`config.mk`:
```
export PLATFORM = sky130hd
export DESIGN_NAME = apb_slave_regbank
export DESIGN_NICKNAME = d
export VERILOG_FILES = /design/src/rtl/apb_slave_regbank_pkg.sv /design/src/rtl/apb_phase_fsm.sv /design/src/rtl/apb_slave_regbank.sv
export SDC_FILE = /design/constraint.sdc
export NUM_CORES = 1
export LEC_CHECK = 0
export CAP_MARGIN = 40
export CORE_ASPECT_RATIO = 2
export CORE_MARGIN = 5
export CORE_UTILIZATION = 45
export CTS_CLUSTER_DIAMETER = 60
export DETAILED_ROUTE_END_ITERATION = 8
export MAX_ROUTING_LAYER = met4
export PLACE_DENSITY = 0.63
export SYNTH_ARGS = -nofsm -noshare
export SYNTH_HDL_FRONTEND = slang
export SYNTH_SLANG_ARGS = --single-unit
```
`constraint.sdc`:
```
create_clock -name Hclk -period 4.7 [get_ports Hclk]
set_clock_uncertainty 0.15 [all_clocks]
set_input_delay 0.47 -clock Hclk [delete_from_list [all_inputs] [get_ports Hclk]]
set_output_delay 0.47 -clock Hclk [all_outputs]
set_load 0.02 [all_outputs]
```
`src/rtl/apb_slave_regbank_pkg.sv`:
```
// Shared definitions for the APB slave register bank: phase FSM states,
// bank geometry and the default identification word.
package apb_slave_regbank_pkg;

  typedef enum logic [1:0] {
    IDLE   = 2'd0,
    SETUP  = 2'd1,
    ACCESS = 2'd2
  } apb_phase_e;

  localparam int          REG_COUNT  = 16;
  localparam int          IDX_W      = 4;
  localparam logic [31:0] DEFAULT_ID = 32'hA2B0_0001;

endpackage

```
`src/rtl/apb_phase_fsm.sv`:
```
// APB phase tracker. The state register lags the bus by one cycle: SETUP
// means "the previous cycle was a setup phase", so the current cycle is the
// access phase. Protocol checks and the commit/load strobes are decoded
// combinationally so the bank can act on the very edge that ends a phase.
module apb_phase_fsm
  import apb_slave_regbank_pkg::*;
(
  input  logic        Hclk,
  input  logic        Hresetn,
  input  logic        sel,
  input  logic        penable,
  input  logic        pwrite,
  input  logic [31:0] paddr,
  output logic        wr_commit,
  output logic        rd_load,
  output logic        err_pulse
);

  apb_phase_e  state_reg;
  apb_phase_e  state_next;
  logic        pwrite_reg;
  logic [31:0] paddr_reg;
  logic        setup_req;
  logic        access_bad;

  assign setup_req  = sel && !penable;
  // Access phase must keep select/enable asserted and hold the setup-phase
  // direction and address.
  assign access_bad = !sel || !penable || (pwrite != pwrite_reg) || (paddr != paddr_reg);

  // Next-state and strobe decode; a violation always falls back to IDLE, or
  // to SETUP when the current cycle is itself a fresh setup phase.
  always_comb begin
    state_next = state_reg;
    wr_commit  = 1'b0;
    err_pulse  = 1'b0;
    case (state_reg)
      IDLE: begin
        if (sel && penable) begin
          err_pulse = 1'b1;
        end
        state_next = setup_req ? SETUP : IDLE;
      end
      SETUP: begin
        if (access_bad) begin
          err_pulse  = 1'b1;
          state_next = setup_req ? SETUP : IDLE;
        end else begin
          wr_commit  = pwrite;
          state_next = ACCESS;
        end
      end
      ACCESS: begin
        state_next = setup_req ? SETUP : IDLE;
      end
      default: begin
        state_next = IDLE;
      end
    endcase
    // Any entry into SETUP is a setup phase; a read loads data for the
    // access cycle that follows (also after a violation that restarts).
    rd_load = (state_next == SETUP) && !pwrite;
  end

  // State register plus capture of the setup-phase direction and address.
  always_ff @(posedge Hclk or negedge Hresetn) begin
    if (!Hresetn) begin
      state_reg  <= IDLE;
      pwrite_reg <= 1'b0;
      paddr_reg  <= '0;
    end else begin
      state_reg <= state_next;
      if (state_next == SETUP) begin
        pwrite_reg <= pwrite;
        paddr_reg  <= paddr;
      end
    end
  end

endmodule

```
`src/rtl/apb_slave_regbank.sv`:
```
// Zero-wait-state APB slave with a 16 x 32-bit register bank. Registers
// 0-14 are read/write, register 15 is a read-only ID word. Also exports a
// saturating committed-write counter and a sticky protocol-error flag.
module apb_slave_regbank
  import apb_slave_regbank_pkg::*;
#(
  parameter int          SEL_BIT  = 0,
  parameter logic [31:0] ID_VALUE = DEFAULT_ID
) (
  input  logic        Hclk,
  input  logic        Hresetn,
  input  logic [2:0]  Pselx,
  input  logic        Penable,
  input  logic        Pwrite,
  input  logic [31:0] Paddr,
  input  logic [31:0] Pwdata,
  output logic [31:0] Prdata,
  output logic [15:0] wr_count,
  output logic        proto_err
);

  logic                           sel;
  logic [IDX_W-1:0]               idx;
  logic                           wr_commit;
  logic                           rd_load;
  logic                           err_pulse;
  logic [REG_COUNT-1:0][31:0]     bank_q;
  logic                           unused_pselx;

  assign sel          = Pselx[SEL_BIT];
  assign idx          = Paddr[5:2];
  // Other select bits belong to sibling slaves and are deliberately ignored.
  assign unused_pselx = ^Pselx;

  apb_phase_fsm u_fsm (
    .Hclk      (Hclk),
    .Hresetn   (Hresetn),
    .sel       (sel),
    .penable   (Penable),
    .pwrite    (Pwrite),
    .paddr     (Paddr),
    .wr_commit (wr_commit),
    .rd_load   (rd_load),
    .err_pulse (err_pulse)
  );

  genvar gi;
  generate
    for (gi = 0; gi < REG_COUNT - 1; gi++) begin : g_reg
      logic [31:0] word_reg;

      // Writable register: loads Pwdata when a commit targets this index.
      always_ff @(posedge Hclk or negedge Hresetn) begin
        if (!Hresetn) begin
          word_reg <= '0;
        end else if (wr_commit && (idx == IDX_W'(gi))) begin
          word_reg <= Pwdata;
        end
      end

      assign bank_q[gi] = word_reg;
    end
  endgenerate

  // Top slot is the constant ID; writes to it are counted but dropped.
  assign bank_q[REG_COUNT-1] = ID_VALUE;

  // Read data is captured at the end of a read setup phase and then held.
  always_ff @(posedge Hclk or negedge Hresetn) begin
    if (!Hresetn) begin
      Prdata <= '0;
    end else if (rd_load) begin
      Prdata <= bank_q[idx];
    end
  end

  // Committed-write counter, saturating at all-ones.
  always_ff @(posedge Hclk or negedge Hresetn) begin
    if (!Hresetn) begin
      wr_count <= '0;
    end else if (wr_commit && (wr_count != 16'hFFFF)) begin
      wr_count <= wr_count + 16'd1;
    end
  end

  // Sticky protocol-error flag, cleared only by reset.
  always_ff @(posedge Hclk or negedge Hresetn) begin
    if (!Hresetn) begin
      proto_err <= 1'b0;
    end else if (err_pulse) begin
      proto_err <= 1'b1;
    end
  end

endmodule

```
==> results.md, run 1 <==
- Vias in the first global route: 15900
- First DRT Iteration DRCs: 761
- # DRC: 0
- Setup bufs post-CTS: 0
- Row count: 125
- Die X-Extent: 181 um
- Fin util: 51.4%
- Nets@finish: 1775
- Worst Path Required: 5.02 ns
- Slew headroom: 37.0%
- Crit path max fanout: 23
- I/O pin count: 120
- Starting Density: 45.3%
- Max Cap Viol: 0
- Net Count, Synth: 1700
- Worst reg2reg path depth: 8
- Ys async rst share: 100%
- Dpl hpwl: 37200 um
- Ys Warns: 0
- H-tree depth: 2
- Finish-stage setup viols: 0
- Period minus WS final: 3.37 ns
- Mapped Area: 26400 um2
- R2R Path End: g_reg[11].word_reg[24]$_DFFE_PN0P_
- Final GP Congestion: 0.742
- Finished Cell Area: 29900 um2
- Seq/Total Area, Yosys: 53.5%
- Mean Syn Cell Area: 16.2 um2
- Initial antenna violation count: 3
- Layout cells sized above 1: 44.4%
- # clock sinks: 564
- CP Class: in -> reg
- Vias: 14200
- Setup Total Neg Slack: 0 ns
- Crit path capture: g_reg[11].word_reg[24]$_DFFE_PN0P_
- Final Cycle Share: 71.8%
- WL final: 63000 um
- Total power: 9680 uW
- Clock tree buffer depth: 3
- Area growth syn-to-layout: 13.3%
- Cell area power density: 324 nW/um2
- Met3 usage: 2.95%
- Vias/cell: 5.66
- Grt total ovfl: 0
- Die area: 63900 um2
- Min-delay src: Paddr[24]
- Syn Inst Count: 1628
- Number of CTS-inserted buffers: 52
- Endpoint type of the worst setup path: flop
- RSZ-0062 raised after global routing: false
- Maximum clock rate: 296 MHz
- FILL cells: 4905
- CTS Root Cell: clkbuf_16
- Core area: 58200 um2
- Clk slew on worst S/H paths: 0.06 ns
- HP Class: in -> reg
- Slew @ Worst Pin: 0.945 ns
- Peak VDD IR: 274 uV
- Synth unique cells: 43
- R2R setup slack: 1.44 ns
- Met1 GRT Util: 25.1%
- Met2 Use GR: 35.6%
- DRT Pass-1 Iters: 4
- Hold Vio Cnt, Final: 0
- Gr usage total: 20.4%
- Area after DPL: 28200 um2
- Largest net degree at the start of global routing: 128
- Resized cells post-CTS: 0
- Port Buffers: 117
- CP startpoint kind: input pin
- Routed length per instance: 25.2 um
- Synth Flop Type: dfrtp_1
- Leakage power: 0.0146 uW
- Yosys reg bits: 564
- Largest register FFs: 480
- Critical path launch point: Penable
- Run status: complete, no violations
- Die height: 352 um
- First-pass GRT wire length: 99000 um
- Grt peak-use layer: met2
- R2R Path Start: u_fsm.paddr_reg[6]$_DFFE_PN0N_
- Post-detailed-route count of antenna-violating nets: 0
- Critical Path AT: 3.69 ns
- Number of synthesized flops with an enable pin: 0
- CTS tree: done
- Clk Latency, worst-skew pair: 0.60 ns
- Final Max Slew Viols: 0
[per-stage QoR]
stage / instances / worst slack (ns) / hold WS [ns]
4_1_cts: 2499 / 1.34 / 0.296
2_1_floorplan: 1628 / 1.74 / 0.0244
3_3_place_gp: 2409 / 0.773 / 0.307
3_5_place_dp: 2410 / 0.714 / 0.311
6_report: 2503 / 1.33 / 0.321
5_1_grt: 2502 / 1.20 / 0.334
[worst max-delay path, cell delays in order]
cell             delay (ns)
clkdlybuf4s50_1        0.55
nand2_1                0.11
or4_1                  0.47
nor4_1                 0.29
and4_1                 0.25
buf_4                  0.31
and3_2                 0.51
buf_12                 0.30
mux2_2                 0.38
[repair_timing]
item	CTS	global route
hold endpoints to repair	109	0
hold buffers	1	0
endpoints found under the setup margin	0	0
[power by group]
part | leakage [uW] | switching (uW) | internal, uW
clock network | 0.000811 | 1870 | 2360
registers | 0.00780 | 28.4 | 4900
logic | 0.00601 | 324 | 203
total | 0.0146 | 2220 | 7460
[logic make-up (layout without fill, tap and decap cells)]
kind of cell	after synthesis	in the layout	share of synthesized area, %
AO/OA/AOI/OAI	58	58	1.20
XOR/XNOR	41	41	1.36
adder cells (fa/ha/maj)	1	1	0.0474
buffers and inverters	147	256	3.15
flip-flops	564	564	53.5
multiplexers	700	700	38.0
other	0	4	0
AND/OR/NAND/NOR	117	117	2.70
[worst min-delay path by stage]
stage	endpoint	slack, ns	depth (start not counted)
2_1_floorplan	Prdata[0]$_DFFE_PN0P_	0.02	0
3_3_place_gp	proto_err$_DFFE_PN0P_	0.31	2
3_5_place_dp	proto_err$_DFFE_PN0P_	0.31	2
4_1_cts	u_fsm.paddr_reg[24]$_DFFE_PN0N_	0.30	3
5_1_grt	u_fsm.paddr_reg[24]$_DFFE_PN0N_	0.33	3
6_report	u_fsm.paddr_reg[24]$_DFFE_PN0N_	0.32	3
[area by class of cell]
class / instances / area (um2) / share of cell area [%]
multi-input combinational: 917 / 11500 / 38.4
clock inverter: 11 / 118 / 0.393
timing repair buffer: 160 / 1670 / 5.57
sequential: 564 / 14100 / 47.2
tap: 762 / 953 / 3.19
clock buffer: 77 / 1540 / 5.14
antenna: 4 / 10.0 / 0.0335
inverter: 8 / 30.0 / 0.100
[cell usage in the layout, fill, tap and decap left out, types with 18 or more instances in the layout]
cell type        synthesis  routed
dfrtp_1                564     564
xnor2_1                 40      40
mux2i_1                 34      34
mux2_2                 297     297
clkbuf_16                0      53
o21ai_0                 48      48
mux4_2                 126     126
mux2_1                  36      36
clkdlybuf4s50_1          0     112
buf_4                   10      30
nand4_1                 18      18
nand2_1                 38      38
mux2_4                 207     207
[layer usage]
layer  up-vias  share of wire (%)
met5         -                  0
met4         0                1.9
met3        76                3.6
met2       242                 53
met1      7725                 41
li1       6119                  -
[cell usage after synthesis (2+ instances only)]
cell type / instances / area share, %
nand3_4: 7 / 0.46
mux2_1: 36 / 1.5
buf_6: 27 / 1.2
xnor2_1: 40 / 1.3
dfrtp_1: 564 / 53
clkbuf_1: 67 / 0.95
clkbuf_2: 4 / 0.076
mux2_4: 207 / 12
nand2_1: 38 / 0.54
buf_4: 10 / 0.28
mux2_2: 297 / 13
nand4_1: 18 / 0.43
nor4_1: 2 / 0.047
buf_1: 15 / 0.21
buf_2: 15 / 0.28
mux4_2: 126 / 11
nor2b_1: 11 / 0.26
mux2i_1: 34 / 1.3
o21ai_0: 48 / 0.91
inv_1: 8 / 0.11
nand3_1: 9 / 0.17
a31oi_1: 2 / 0.047
nor2_1: 5 / 0.071
and4_1: 7 / 0.23
and3_1: 13 / 0.31
(Power assumes the default switching activity.)
==> run 2, diff against run 1 <==
==> constraint.sdc (replaced) <==
create_clock -name Hclk -period 3.42 [get_ports Hclk]
set_clock_uncertainty 0.15 [all_clocks]
set_input_delay 0.342 -clock Hclk [delete_from_list [all_inputs] [get_ports Hclk]]
set_output_delay 0.342 -clock Hclk [all_outputs]
set_load 0.02 [all_outputs]
==> run 2 against run 1 <==
Compared with the run above:
- cell area is 1.7% higher
- clock-buffer cell count is 5 lower
- register-to-register slack worse by 0.85 ns
- combinational power is 40% higher
- sequential power is 37% higher
- sequential cell count stayed put
- worst setup slack worse by 0.74 ns
- final cell count is 1.2% higher
- clock power is 39% higher
- die area stayed put
- critical path depth is 1 lower
- via count is 0.18% higher
- largest power group unchanged
- highest routed layer unchanged
==> results.md, run 2 (synthesis gave the netlist of run 1 again) <==
- Fin worst setup slack: 0.585 ns
- Crit-path most repeated cell: buf_12
- Worst Hold Depth: 2
- Slew headroom: 45.4%
- FILL cells: 4813
- Clock tree buffer depth: 3
- Post-route insts no fill: 2532
- Endpoint type of the worst setup path: flop
- Most frequent cells in the layout: dfrtp_1, mux2_2, mux2_4
- First-pass GRT wire length: 98500 um
- Critical Path AT: 3.15 ns
- Final Max Slew Viols: 0
- Die area: 63900 um2
- Post-detailed-route count of antenna-violating nets: 0
- Period minus WS final: 2.83 ns
- CTS Root Cell: clkbuf_16
- CP Buf/Inv Count: 2
- Placed Cells: 2442
- Critical path launch point: u_fsm.paddr_reg[22]$_DFFE_PN0N_
- Max Cap Viol: 0
- Largest net degree at the start of global routing: 90
- # DRC: 0
- Critical-path cell list: nor2b_1, or4_1, nor4_1, and4_1, buf_12, and4_2, buf_12, mux2_2
- Setup Total Neg Slack: 0 ns
- RSZ-0062 raised after global routing: false
- Run status: complete, no violations
- Hold Vio Cnt, Final: 0
- Routed length per instance: 24.5 um
- CTS Hold Bufs: 1
- Worst reg2reg path depth: 8
- Resized cells post-CTS: 0
- Crit path max-delay family: simple AND/OR/NAND/NOR gates
- Slew @ Worst Pin: 0.819 ns
- Die X-Extent: 181 um
- Leakage power: 0.0149 uW
- Starting Density: 45.3%
- Clk Latency, worst-skew pair: 0.61 ns
- Maximum clock rate: 353 MHz
- Fin Hold WS: 0.0965 ns
- Initial antenna violation count: 3
- HP Class: in -> reg
- R2R Path Start: u_fsm.paddr_reg[22]$_DFFE_PN0N_
- Cell area power density: 440 nW/um2
- Slowest CP cell: or4_1
- CP startpoint kind: flop
- Peak VDD IR: 411 uV
- Worst Path Required: 3.74 ns
- CP Class: reg -> reg
- Port Buffers: 117
- DRT Pass-1 Iters: 4
- Final GP Congestion: 0.773
- Min-delay src: Paddr[2]
- Crit. path cell count: 8
- Number of CTS-inserted buffers: 51
- Gr usage total: 20.2%
- H-tree depth: 2
- Total power: 13400 uW
- CTS tree: done
- Setup bufs post-CTS: 0
- CP peak stage delay: 0.51 ns
- Final Cycle Share: 82.9%
- Die height: 352 um
- Grt total ovfl: 0
- Layout cells sized above 1: 45.3%
- WL final: 62100 um
- Crit path max fanout: 19
- Area growth syn-to-layout: 15.2%
- I/O pin count: 120
- Largest register FFs: 480
- Finish-stage setup viols: 0
- Vias: 14200
- First DRT Iteration DRCs: 804
- Nets@finish: 1806
- Vias/cell: 5.60
- Core area: 58200 um2
- Commonest non-fill, non-tap cell in the layout: dfrtp_1
- # clock sinks: 564
- Dpl hpwl: 38800 um
- Row count: 125
- Clk slew on worst S/H paths: 0.06 ns
- Vias in the first global route: 16100
- Pre-CTS WS: 0.0563 ns
## run 2: layer usage
metal | track usage, % | share of wire (%)
met5 | - | 0
met4 | 5.29 | 2.5
met3 | 2.36 | 2.9
met2 | 35.3 | 54
met1 | 24.9 | 41
## run 2: worst register-to-register path, stage by stage (launching register included)
cell and delay (ns):
dfrtp_1 0.36, nor2b_1 0.05, or4_1 0.51, nor4_1 0.30
and4_1 0.30, buf_12 0.15, and4_2 0.30, buf_12 0.21
mux2_2 0.38
## run 2: final cells by class
class                   count  area, um2  area share, %
diodes                      3       7.51         0.0247
clock buffers              72       1460           4.79
clock inverters            14        213          0.700
inverters                   8       30.0         0.0988
multi-input cells         917      11500           37.8
flip-flops and latches    564      14100           46.4
well taps                 762        953           3.14
repair buffers            192       2150           7.07
## run 2: final timing paths
| check | slack, ns | end |
|---|---|---|
| min in group asynchronous | 0.16 | u_fsm.paddr_reg[21]$_DFFE_PN0N_ |
| min reg2reg | 0.32 | proto_err$_DFFE_PN0P_ |
| min | 0.1 | u_fsm.paddr_reg[2]$_DFFE_PN0N_ |
| max | 0.59 | g_reg[14].word_reg[16]$_DFFE_PN0P_ |
| max in group asynchronous | 1.92 | g_reg[4].word_reg[14]$_DFFE_PN0P_ |
| max reg2reg | 0.59 | g_reg[14].word_reg[16]$_DFFE_PN0P_ |
## run 2: metrics by stage
| stage | cell area [um2] | util [%] |
|---|---|---|
| 3_3_place_gp | 28700 | 49.4 |
| 3_5_place_dp | 28700 | 49.4 |
| 2_1_floorplan | 26400 | - |
| 4_1_cts | 30400 | 52.2 |
| 5_1_grt | 30400 | 52.2 |
| 6_report | 30400 | 52.2 |
## run 2: where the power goes
part / switching (uW) / internal [uW]
combinational: 446 / 291
clock: 2540 / 3330
sequential: 39.8 / 6730
total: 3020 / 10400
==> run 3, diff against run 2 <==
--- a/config.mk
+++ b/config.mk
@@ -12,7 +12,7 @@
 export CTS_CLUSTER_DIAMETER = 60
 export DETAILED_ROUTE_END_ITERATION = 8
 export MAX_ROUTING_LAYER = met4
-export PLACE_DENSITY = 0.63
+export PLACE_DENSITY = 0.66
 export SYNTH_ARGS = -nofsm -noshare
 export SYNTH_HDL_FRONTEND = slang
 export SYNTH_SLANG_ARGS = --single-unit
==> constraint.sdc (replaced) <==
create_clock -name Hclk -period 2.5 [get_ports Hclk]
set_clock_uncertainty 0.15 [all_clocks]
set_input_delay 0.25 -clock Hclk [delete_from_list [all_inputs] [get_ports Hclk]]
set_output_delay 0.25 -clock Hclk [all_outputs]
set_load 0.02 [all_outputs]
==> run 3 against run 2 <==
Compared with the run above:
- the flow now finishes with violations (negative setup slack)
- final cell count increased by 1.6%
- power increased by 39%
- register-to-register slack got worse by 0.72 ns
- routed wire length increased by 1.2%
- cell area increased by 2.9%
- die area unchanged
- via count increased by 1.5%
- clock-buffer cell count decreased by 1
- critical endpoint is now g_reg[13].word_reg[16]$_DFFE_PN0P_
- largest power group unchanged
==> results.md, run 3 (synthesis gave the netlist of run 1 again) <==
- Multi-input gate area: 11800 um2
- Routed length per instance: 24.4 um
- First DRT Iteration DRCs: 740
- WL final: 62800 um
- Maximum clock rate: 379 MHz
- Clock tree buffer depth: 3
- Finished Cell Area: 31300 um2
- Die area: 63900 um2
- Clk slew on worst S/H paths: 0.07 ns
- Core area: 58200 um2
- Post-detailed-route count of antenna-violating nets: 0
- I/O pin count: 120
- Commonest non-fill, non-tap cell in the layout: dfrtp_1
- Peak VDD IR: 436 uV
- Leakage power: 0.0152 uW
- Cell area power density: 594 nW/um2
- HP Class: in -> reg
- First-pass GRT wire length: 96400 um
- Area after DPL: 29000 um2
- Die X-Extent: 181 um
- Period minus WS final: 2.64 ns
- CP Class: reg -> reg
- CTS Root Cell: clkbuf_16
- Fin Hold WS: 0.172 ns
- Seq. cell area: 14100 um2
- FILL cells: 4705
- Pre-CTS WS: -0.684 ns
- Run status: complete, but fails checks
- # DRC: 0
- Slew @ Worst Pin: 0.682 ns
- Largest register FFs: 480
- Endpoint type of the worst setup path: flop
- Vias/cell: 5.60
- Worst Path Required: 2.83 ns
- H-tree depth: 2
- CP startpoint kind: flop
- CTS tree: done
- Port Buffers: 117
- Vias in the first global route: 16200
- RSZ-0062 raised after global routing: true
- Number of CTS-inserted buffers: 50
- Final Cycle Share: 106%
- Row count: 125
- # clock sinks: 564
- Grt total ovfl: 0
- Area growth syn-to-layout: 18.5%
- Largest net degree at the start of global routing: 98
- Gr usage total: 19.7%
- Hold Vio Cnt, Final: 0
- Nets@finish: 1842
- Vias: 14400
- Finish-stage setup viols: 398
- Slew headroom: 54.4%
- Layout cells sized above 1: 48.3%
- Max Cap Viol: 0
- Fin worst setup slack: -0.139 ns
- Most frequent cells in the layout: dfrtp_1, mux2_4, mux2_2
- Final GP Congestion: 0.791
- Failing checks: negative setup slack
- Dpl hpwl: 39900 um
- Clk Latency, worst-skew pair: 0.59 ns
- Initial antenna violation count: 1
- DRT Pass-1 Iters: 4
- Die height: 352 um
- Crit path max fanout: 11
- Critical Path AT: 2.96 ns
- Starting Density: 45.3%
- Final Max Slew Viols: 0
[run 3: cell count changes in the layout (fill, tap and decap cells not counted), sizes merged]
cell / before / now
clkinv: 7 / 9
clkinvlp: 1 / 5
buf: 78 / 109
dlygate4sd3: 1 / 3
inv: 9 / 10
diode: 3 / 1
clkbuf: 73 / 76
[run 3: per-stage QoR]
step | util (%) | power (uW) | cells | setup TNS (ns)
after floorplan | - | 9920 | 1628 | 0
after CTS | 53.1 | 18800 | 2566 | -16.05
after global placement | 49.8 | 10500 | 2470 | -291.56
after detailed placement | 49.8 | 10500 | 2470 | -286.63
after global routing | 53.7 | 19300 | 2573 | -49.12
final | 53.7 | 18600 | 2573 | -24.76
[run 3: cell type report]
cell class	count	area share, %
multi-input combinational	917	37.7
tap	762	3.05
timing repair buffer	229	8.44
clock inverter	21	0.848
clock buffer	71	4.77
antenna	1	0.00800
sequential	564	45.1
inverter	8	0.0960
[run 3: timing repair]
action / CTS / global route
setup endpoints to repair: 480 / 479
cloned: 0 / 4
gates resized for setup: 24 / 66
hold buffers: 3 / 0
pin swaps: 1 / 1
buffers inserted: 1 / 1
endpoints found under the hold margin: 564 / 0
[run 3: worst max-delay path, stage by stage (launching register included)]
cell,delay (ns)
dfrtp_1,0.40
nor2b_1,0.13
or4_4,0.43
nor4_4,0.17
and4_4,0.27
buf_12,0.13
and4_4,0.32
clkbuf_16,0.20
mux2_2,0.33
[run 3: final timing paths]
kind | start | endpoint | slack (ns) | cells after the start
min in group asynchronous | Hresetn | g_reg[9].word_reg[8]$_DFFE_PN0P_ | 0.52 | 3
max in group asynchronous | Hresetn | g_reg[12].word_reg[7]$_DFFE_PN0P_ | 0.66 | 5
setup / recovery | u_fsm.paddr_reg[6]$_DFFE_PN0N_ | g_reg[13].word_reg[16]$_DFFE_PN0P_ | -0.14 | 8
hold reg to reg | Prdata[0]$_DFFE_PN0P_ | Prdata[0]$_DFFE_PN0P_ | 0.33 | 2
setup reg to reg | u_fsm.paddr_reg[6]$_DFFE_PN0N_ | g_reg[13].word_reg[16]$_DFFE_PN0P_ | -0.14 | 8
hold / removal | Paddr[5] | u_fsm.paddr_reg[5]$_DFFE_PN0N_ | 0.17 | 5
[run 3: power by group]
| part | internal (uW) | switching (uW) | total, uW |
|---|---|---|---|
| logic | 431 | 642 | 1070 |
| clock network | 4700 | 3540 | 8240 |
| registers | 9210 | 52.7 | 9260 |
| total | 14300 | 4240 | 18600 |
[run 3: layer usage]
layer | part of all wire (%) | GRT usage, % | routed length (um) | vias to the layer above
li1 | - | - | - | 6244
met1 | 40 | 23.4 | 25100 | 7813
met2 | 55 | 35.4 | 34400 | 261
met3 | 3.1 | 2.23 | 1940 | 81
met4 | 2.2 | 5.45 | 1400 | 0
met5 | 0 | - | 0 | -
